===== src/rtl/mem_loader_pkg.sv =====
// Shared types and helpers for the flash-to-RAM image loader.
package mem_loader_pkg;

  localparam int unsigned CHECKSUM_WIDTH = 32;
  // Widest word byte_swap can handle; loader words must not exceed this.
  localparam int unsigned MAX_DATA_WIDTH = 256;
  localparam int unsigned SWAP_IDX_WIDTH = $clog2(MAX_DATA_WIDTH);

  typedef enum logic [2:0] {
    S_IDLE,
    S_READ,
    S_WAIT_DATA,
    S_GAP,
    S_DONE,
    S_ERROR
  } loader_state_t;

  // Reverses the order of the lowest num_bytes bytes; upper bytes of the result are zero.
  function automatic logic [MAX_DATA_WIDTH-1:0] byte_swap(
    input logic [MAX_DATA_WIDTH-1:0] data,
    input int unsigned               num_bytes
  );
    logic [MAX_DATA_WIDTH-1:0] res;
    logic [SWAP_IDX_WIDTH-1:0] lo;
    logic [SWAP_IDX_WIDTH-1:0] hi;
    res = '0;
    for (int unsigned i = 0; i < MAX_DATA_WIDTH / 8; i++) begin
      if (i < num_bytes) begin
        lo = SWAP_IDX_WIDTH'(8 * i);
        hi = SWAP_IDX_WIDTH'(8 * (num_bytes - 1 - i));
        res[lo +: 8] = data[hi +: 8];
      end
    end
    return res;
  endfunction

endpackage


===== src/rtl/mem_image_loader.sv =====
// Copies a NUM_WORDS image from an Avalon-MM flash read port into on-chip RAM, one read in
// flight at a time, with optional byte swap, inter-word gap, read timeout and running checksum.
module mem_image_loader
  import mem_loader_pkg::*;
#(
  parameter int unsigned DATA_WIDTH       = 32,
  parameter int unsigned RAM_ADDR_WIDTH   = 14,
  parameter int unsigned FLASH_ADDR_WIDTH = 17,
  parameter int unsigned FLASH_BASE       = 0,
  parameter int unsigned NUM_WORDS        = 2 ** RAM_ADDR_WIDTH,
  parameter int unsigned GAP_CYCLES       = 4,
  parameter int unsigned BYTE_SWAP        = 1,
  parameter int unsigned TIMEOUT_CYCLES   = 255,
  parameter int unsigned AUTO_START       = 1
) (
  input  logic                        clk,
  input  logic                        reset_n,
  input  logic                        start,
  output logic [FLASH_ADDR_WIDTH-1:0] flash_addr,
  output logic                        flash_read,
  input  logic                        flash_waitrequest,
  input  logic [DATA_WIDTH-1:0]       flash_readdata,
  input  logic                        flash_readdatavalid,
  output logic                        ram_we,
  output logic [RAM_ADDR_WIDTH-1:0]   ram_addr,
  output logic [DATA_WIDTH-1:0]       ram_data,
  output logic                        busy,
  output logic                        done,
  output logic                        error,
  output logic [CHECKSUM_WIDTH-1:0]   checksum
);

  // One timer serves both the gap and the read timeout; they are never active together.
  localparam int unsigned TimerMax   = (TIMEOUT_CYCLES > GAP_CYCLES) ? TIMEOUT_CYCLES : GAP_CYCLES;
  localparam int unsigned TimerWidth = (TimerMax > 1) ? $clog2(TimerMax) : 1;

  localparam logic [TimerWidth-1:0]       TimeoutLast = TimerWidth'(TIMEOUT_CYCLES - 1);
  localparam logic [TimerWidth-1:0]       GapLast     = TimerWidth'(GAP_CYCLES - 1);
  localparam logic [RAM_ADDR_WIDTH-1:0]   LastWord    = RAM_ADDR_WIDTH'(NUM_WORDS - 1);
  localparam logic [FLASH_ADDR_WIDTH-1:0] BaseAddr    = FLASH_ADDR_WIDTH'(FLASH_BASE);

  loader_state_t               state_q;
  logic                        auto_q;
  logic [RAM_ADDR_WIDTH-1:0]   counter_q;
  logic [TimerWidth-1:0]       timer_q;
  logic [DATA_WIDTH-1:0]       wr_word;
  logic [FLASH_ADDR_WIDTH-1:0] next_flash_addr;

  always_comb begin
    wr_word = flash_readdata;
    if (BYTE_SWAP != 0) begin
      wr_word = DATA_WIDTH'(byte_swap(MAX_DATA_WIDTH'(flash_readdata), DATA_WIDTH / 8));
    end
  end

  assign next_flash_addr = BaseAddr + FLASH_ADDR_WIDTH'(counter_q) + FLASH_ADDR_WIDTH'(1);

  always_ff @(posedge clk or negedge reset_n) begin
    if (!reset_n) begin
      state_q    <= S_IDLE;
      auto_q     <= (AUTO_START != 0);
      counter_q  <= '0;
      timer_q    <= '0;
      flash_read <= 1'b0;
      flash_addr <= '0;
      ram_we     <= 1'b0;
      ram_addr   <= '0;
      ram_data   <= '0;
      busy       <= 1'b0;
      done       <= 1'b0;
      error      <= 1'b0;
      checksum   <= '0;
    end else begin
      ram_we <= 1'b0;
      case (state_q)
        S_IDLE, S_DONE, S_ERROR: begin
          if (start || (state_q == S_IDLE && auto_q)) begin
            state_q    <= S_READ;
            auto_q     <= 1'b0;
            counter_q  <= '0;
            checksum   <= '0;
            done       <= 1'b0;
            error      <= 1'b0;
            busy       <= 1'b1;
            flash_read <= 1'b1;
            flash_addr <= BaseAddr;
          end
        end
        S_READ: begin
          if (!flash_waitrequest) begin
            state_q    <= S_WAIT_DATA;
            flash_read <= 1'b0;
            timer_q    <= '0;
          end
        end
        S_WAIT_DATA: begin
          if (flash_readdatavalid) begin
            ram_we   <= 1'b1;
            ram_addr <= counter_q;
            ram_data <= wr_word;
            checksum <= checksum + CHECKSUM_WIDTH'(wr_word);
            // Terminal check before increment keeps the counter from wrapping on a full image.
            if (counter_q == LastWord) begin
              state_q <= S_DONE;
              busy    <= 1'b0;
              done    <= 1'b1;
            end else begin
              counter_q  <= counter_q + RAM_ADDR_WIDTH'(1);
              flash_addr <= next_flash_addr;
              timer_q    <= '0;
              if (GAP_CYCLES == 0) begin
                state_q    <= S_READ;
                flash_read <= 1'b1;
              end else begin
                state_q <= S_GAP;
              end
            end
          end else if (timer_q == TimeoutLast) begin
            state_q <= S_ERROR;
            busy    <= 1'b0;
            error   <= 1'b1;
          end else begin
            timer_q <= timer_q + TimerWidth'(1);
          end
        end
        S_GAP: begin
          if (timer_q == GapLast) begin
            state_q    <= S_READ;
            flash_read <= 1'b1;
          end else begin
            timer_q <= timer_q + TimerWidth'(1);
          end
        end
        default: state_q <= S_IDLE;
      endcase
    end
  end

endmodule


===== config.mk =====
export PLATFORM = sky130hd
export DESIGN_NAME = mem_image_loader
export DESIGN_NICKNAME = d
export VERILOG_FILES = /design/src/rtl/mem_loader_pkg.sv /design/src/rtl/mem_image_loader.sv
export SDC_FILE = /design/constraint.sdc
export NUM_CORES = 1
export LEC_CHECK = 0
export CAP_MARGIN = 10
export CORE_ASPECT_RATIO = 0.6
export CORE_MARGIN = 10
export CORE_UTILIZATION = 35
export DETAILED_ROUTE_END_ITERATION = 6
export SLEW_MARGIN = 25
export SYNTH_ARGS = -nofsm -noshare
export SYNTH_HDL_FRONTEND = slang
export SYNTH_SLANG_ARGS = --single-unit

===== constraint.sdc =====
create_clock -name clk -period 3.3 [get_ports clk]
set_input_delay 0.66 -clock clk [delete_from_list [all_inputs] [get_ports clk]]
set_output_delay 0.66 -clock clk [all_outputs]
set_load 0.02 [all_outputs]

==> summary.md <==
| Metric | Value |
|---|---|
| Outcome | complete, no violations |
| Area Growth Syn to Fin | 35.3% |
| Global Route met1 Usage | 0.234 |
| Total number of vias | around 5,300 |
| Most common cell after layout, fill and taps aside | nand2_1 |
| Crit. End Element | flip-flop |
| CTS Buf Count | 9 |
| DR iter-0 viols | between 300 and 400 |
| Initial core utilization | 0.356 |
| Mapped cell area | approximately 6100 um2 |
| Leakage | between 3 and 4 nW |
| Vias in the first global route | around 5,200 |
| Max cap viols | 0 |
| Syn Inst Count | around 700 |
| Reg2reg start | checksum[11] |
| Maximum vdd drop | between 0.3 and 0.4 mV |
| Detail Placement HPWL | around 13 mm |
| # setup viols final | 0 |
| Type of the worst min-delay path | input pin to async pin |
| Post-route design area | 8240 um2 |
| Final Skew | 10.1 ps |
| Async SR Flop Fraction | 1.00 |
| GRT busiest layer | met1 |
| PortBufs | between 100 and 150 |
| Most frequent CP cell | a21o_1 |
| Place WS | -250 ps |
| DRC | 0 |
| Worst reg2reg endpoint | checksum[22] |
| CTS tree | built |
| Vert. Die Dim | 122 um |
| Critical-path maximum fanout | 4 |
| H-tree depth | 3 |
| Worst EP required | about 3500 ps |
| Synth Register Bits | 110 |
| Post-DP Area | approximately 7900 um2 |
| Predominant post-synthesis flop cell | dfrtp_1 |
| Register area share after synthesis | 0.452 |
| Grt total ovfl | 0 |
| Slowest stage delay, CP | 450 ps |
| Core Region | around 17,000 um2 |
| Largest net degree at the start of global routing | around 90 |
| Least-Margin Pin Slew | ~580 ps |
| Leading cell types in the layout, fill and taps excluded | nand2_1, clkdlybuf4s50_1, dfrtp_1 |
| Placer Congestion | 0.844 |
| Slew Limit Fails | 0 |
| Remaining antenna violation count | 0 |
| CP Class | input pin to flip-flop |
| Sum Neg Setup Slack | 0 ps |
| Post-synth top area share | 0.448 |
| Row Count | 37 |
| Die X | 190 um |
| RSZ-0062 raised after global routing | true |
| Leading area contributor after synthesis | dfrtp_1 |
| Num Clock Sinks | 110 |
| Routed length per instance | 16.1 um |
| Clock Latency Late Sink | ~360 ps |
| Syn Area/Cell | slightly below 9 um2 |
| Fillers | about 1,600 |
| Slowest cell on the critical path | clkdlybuf4s50_1 |
| Final worst path period share | 0.955 |
| Initial antenna violation count | 0 |
| Worst setup margin | around 150 ps |
| Num ports | between 100 and 150 |
| CP Launch Type | input pin |
| Global-route wire length before repair | ~29 mm |
| Flop-to-flop setup slack | around 530 ps |
| Post-synth EDFFs | 0 |
| DRT Pass-1 Iters | 4 |
| Final hold viol count | 0 |
| Total Nets Final | approximately 930 |
| Detailed Route WL | ~18 mm |
| R2r worst-path depth | 11 |
| Clock slew at reported path FFs | about 80 ps |
| Via density | approximately 4.9 |
| Share of cells above drive strength 1 | 0.0885 |
| FMAX | between 300 and 400 MHz |
| Power per standard cell area | between 700 and 800 nW/um2 |
| Total GRT Usage | 0.154 |
| Synth cell types | 63 |
| Final worst path period need | roughly 3200 ps |
| Yosys warnings | 0 |
| Area contributors post-synth | dfrtp_1, nand2_1, ha_1 |
| Antenna Diode Count | 0 |
| Arrival time of the worst setup path | between 3000 and 4000 ps |
| Met3 usage | 0.0494 |
| Die ar. | 23,200 um2 |
| CP cell instances | clkdlybuf4s50_1, ha_1, a21o_1, a21o_1, a21o_1, a21o_1, a31o_1, a311oi_4, buf_4, o21bai_1, a211oi_2, o32ai_2 |
| Clk buf depth | 2 |
| Slew margin rel. | 0.613 |
| Root buf cell | clkbuf_16 |
| GRT met2 Usage | 0.207 |
-- sequential cells by signal (all words and copies together), names as in the netlist --
| name | count |
|---|---|
| done | 1 |
| ram_addr | 14 |
| flash_read | 1 |
| state_q | 3 |
| error | 1 |
| counter_q | 13 |
| flash_addr | 2 |
| checksum | 32 |
| ram_we | 1 |
| timer_q | 8 |
| ram_data | 32 |
| auto_q | 1 |
| busy | 1 |
-- power by group --
| part | switching (W) | total, W | internal [W] | leakage [nW] |
|---|---|---|---|---|
| sequential | 0.000279 | 0.00199 | 0.00171 | 1.46 |
| combinational | 0.00174 | 0.00313 | 0.00138 | 2.31 |
| clock | 0.000576 | 0.00111 | 0.000533 | 0.142 |
| total | 0.00260 | 0.00623 | 0.00363 | 3.91 |
-- cells in the mapped netlist (all sizes together), types with 3 or more instances --
master and number:
nand2 206, dfrtp 109, nor2 42, a21oi 35
ha 34, o21ai 34, a21o 23, clkbuf 23
inv 22, xor2 21, o22ai 18, xnor2 17
nand3 13, nand4 11, nor3 9, buf 8
a31oi 5, or3 5, and3 4, nor2b 4
o31ai 4, a211oi 3, a2bb2oi 3, and2 3
nand2b 3, o21bai 3, o32ai 3
-- metrics by stage --
| step | total power [W] | hold slack [ps] | util | instances |
|---|---|---|---|---|
| 2_1_floorplan | 0.00379 | 364 | - | 700 |
| 3_3_place_gp | 0.00513 | 458 | 0.464 | 1076 |
| 3_5_place_dp | 0.00515 | 462 | 0.464 | 1076 |
| 4_1_cts | 0.00628 | 188 | 0.481 | 1092 |
| 5_1_grt | 0.00671 | 207 | 0.482 | 1093 |
| 6_report | 0.00623 | 190 | 0.482 | 1093 |
-- what timing repair did --
item / CTS / global route
endpoints found under the setup margin: 0 / 6
gates resized for setup: 0 / 4
buffers inserted: 0 / 1
hold buffers: 0 / 0
-- logic make-up after synthesis --
group / count (synthesis) / synth area share
buf+inv: 53 / 0.0343
xor+xnor: 38 / 0.0547
compound gates: 153 / 0.170
mux: 2 / 0.00349
other cells: 1 / 0.000616
flops: 110 / 0.452
fa+ha+maj: 35 / 0.0731
simple gates: 307 / 0.212
-- worst max-delay path, delay by kind of cell --
kind	cells	cell delay [ps]
buffers and inverters	2	640
adders and majority gates	1	320
AOI/OAI and AO/OA	9	1750
-- final cells by class --
type	count	area, um2	share of cell area
flip-flops and latches	110	2750	0.334
clock buffers	9	225	0.0273
clock inverters	7	66.3	0.00805
multi-input cells	537	3160	0.384
repair buffers	174	1650	0.201
well taps	234	293	0.0355
inverters	22	82.6	0.0100
-- per-layer routing --
metal	part of all wire	wire (um)	up-vias
li1	-	-	2706
met1	0.53	9420	2513
met2	0.39	6930	118
met3	0.066	1160	9
met4	0.0061	108	0
met5	0	0	-
-- worst max-delay path by stage --
stage                             from            to  slack, ps  cells past startpoint
floorplan           flash_readdata[19]  checksum[22]        480                     10
global placement    flash_readdata[19]  checksum[22]       -190                     12
detailed placement  flash_readdata[24]  checksum[28]       -250                     13
CTS                 flash_readdata[24]  checksum[28]        110                     13
global route        flash_readdata[19]  checksum[27]        -20                     13
finish              flash_readdata[19]  checksum[22]        150                     12
Power figures use the tool's default switching activity.
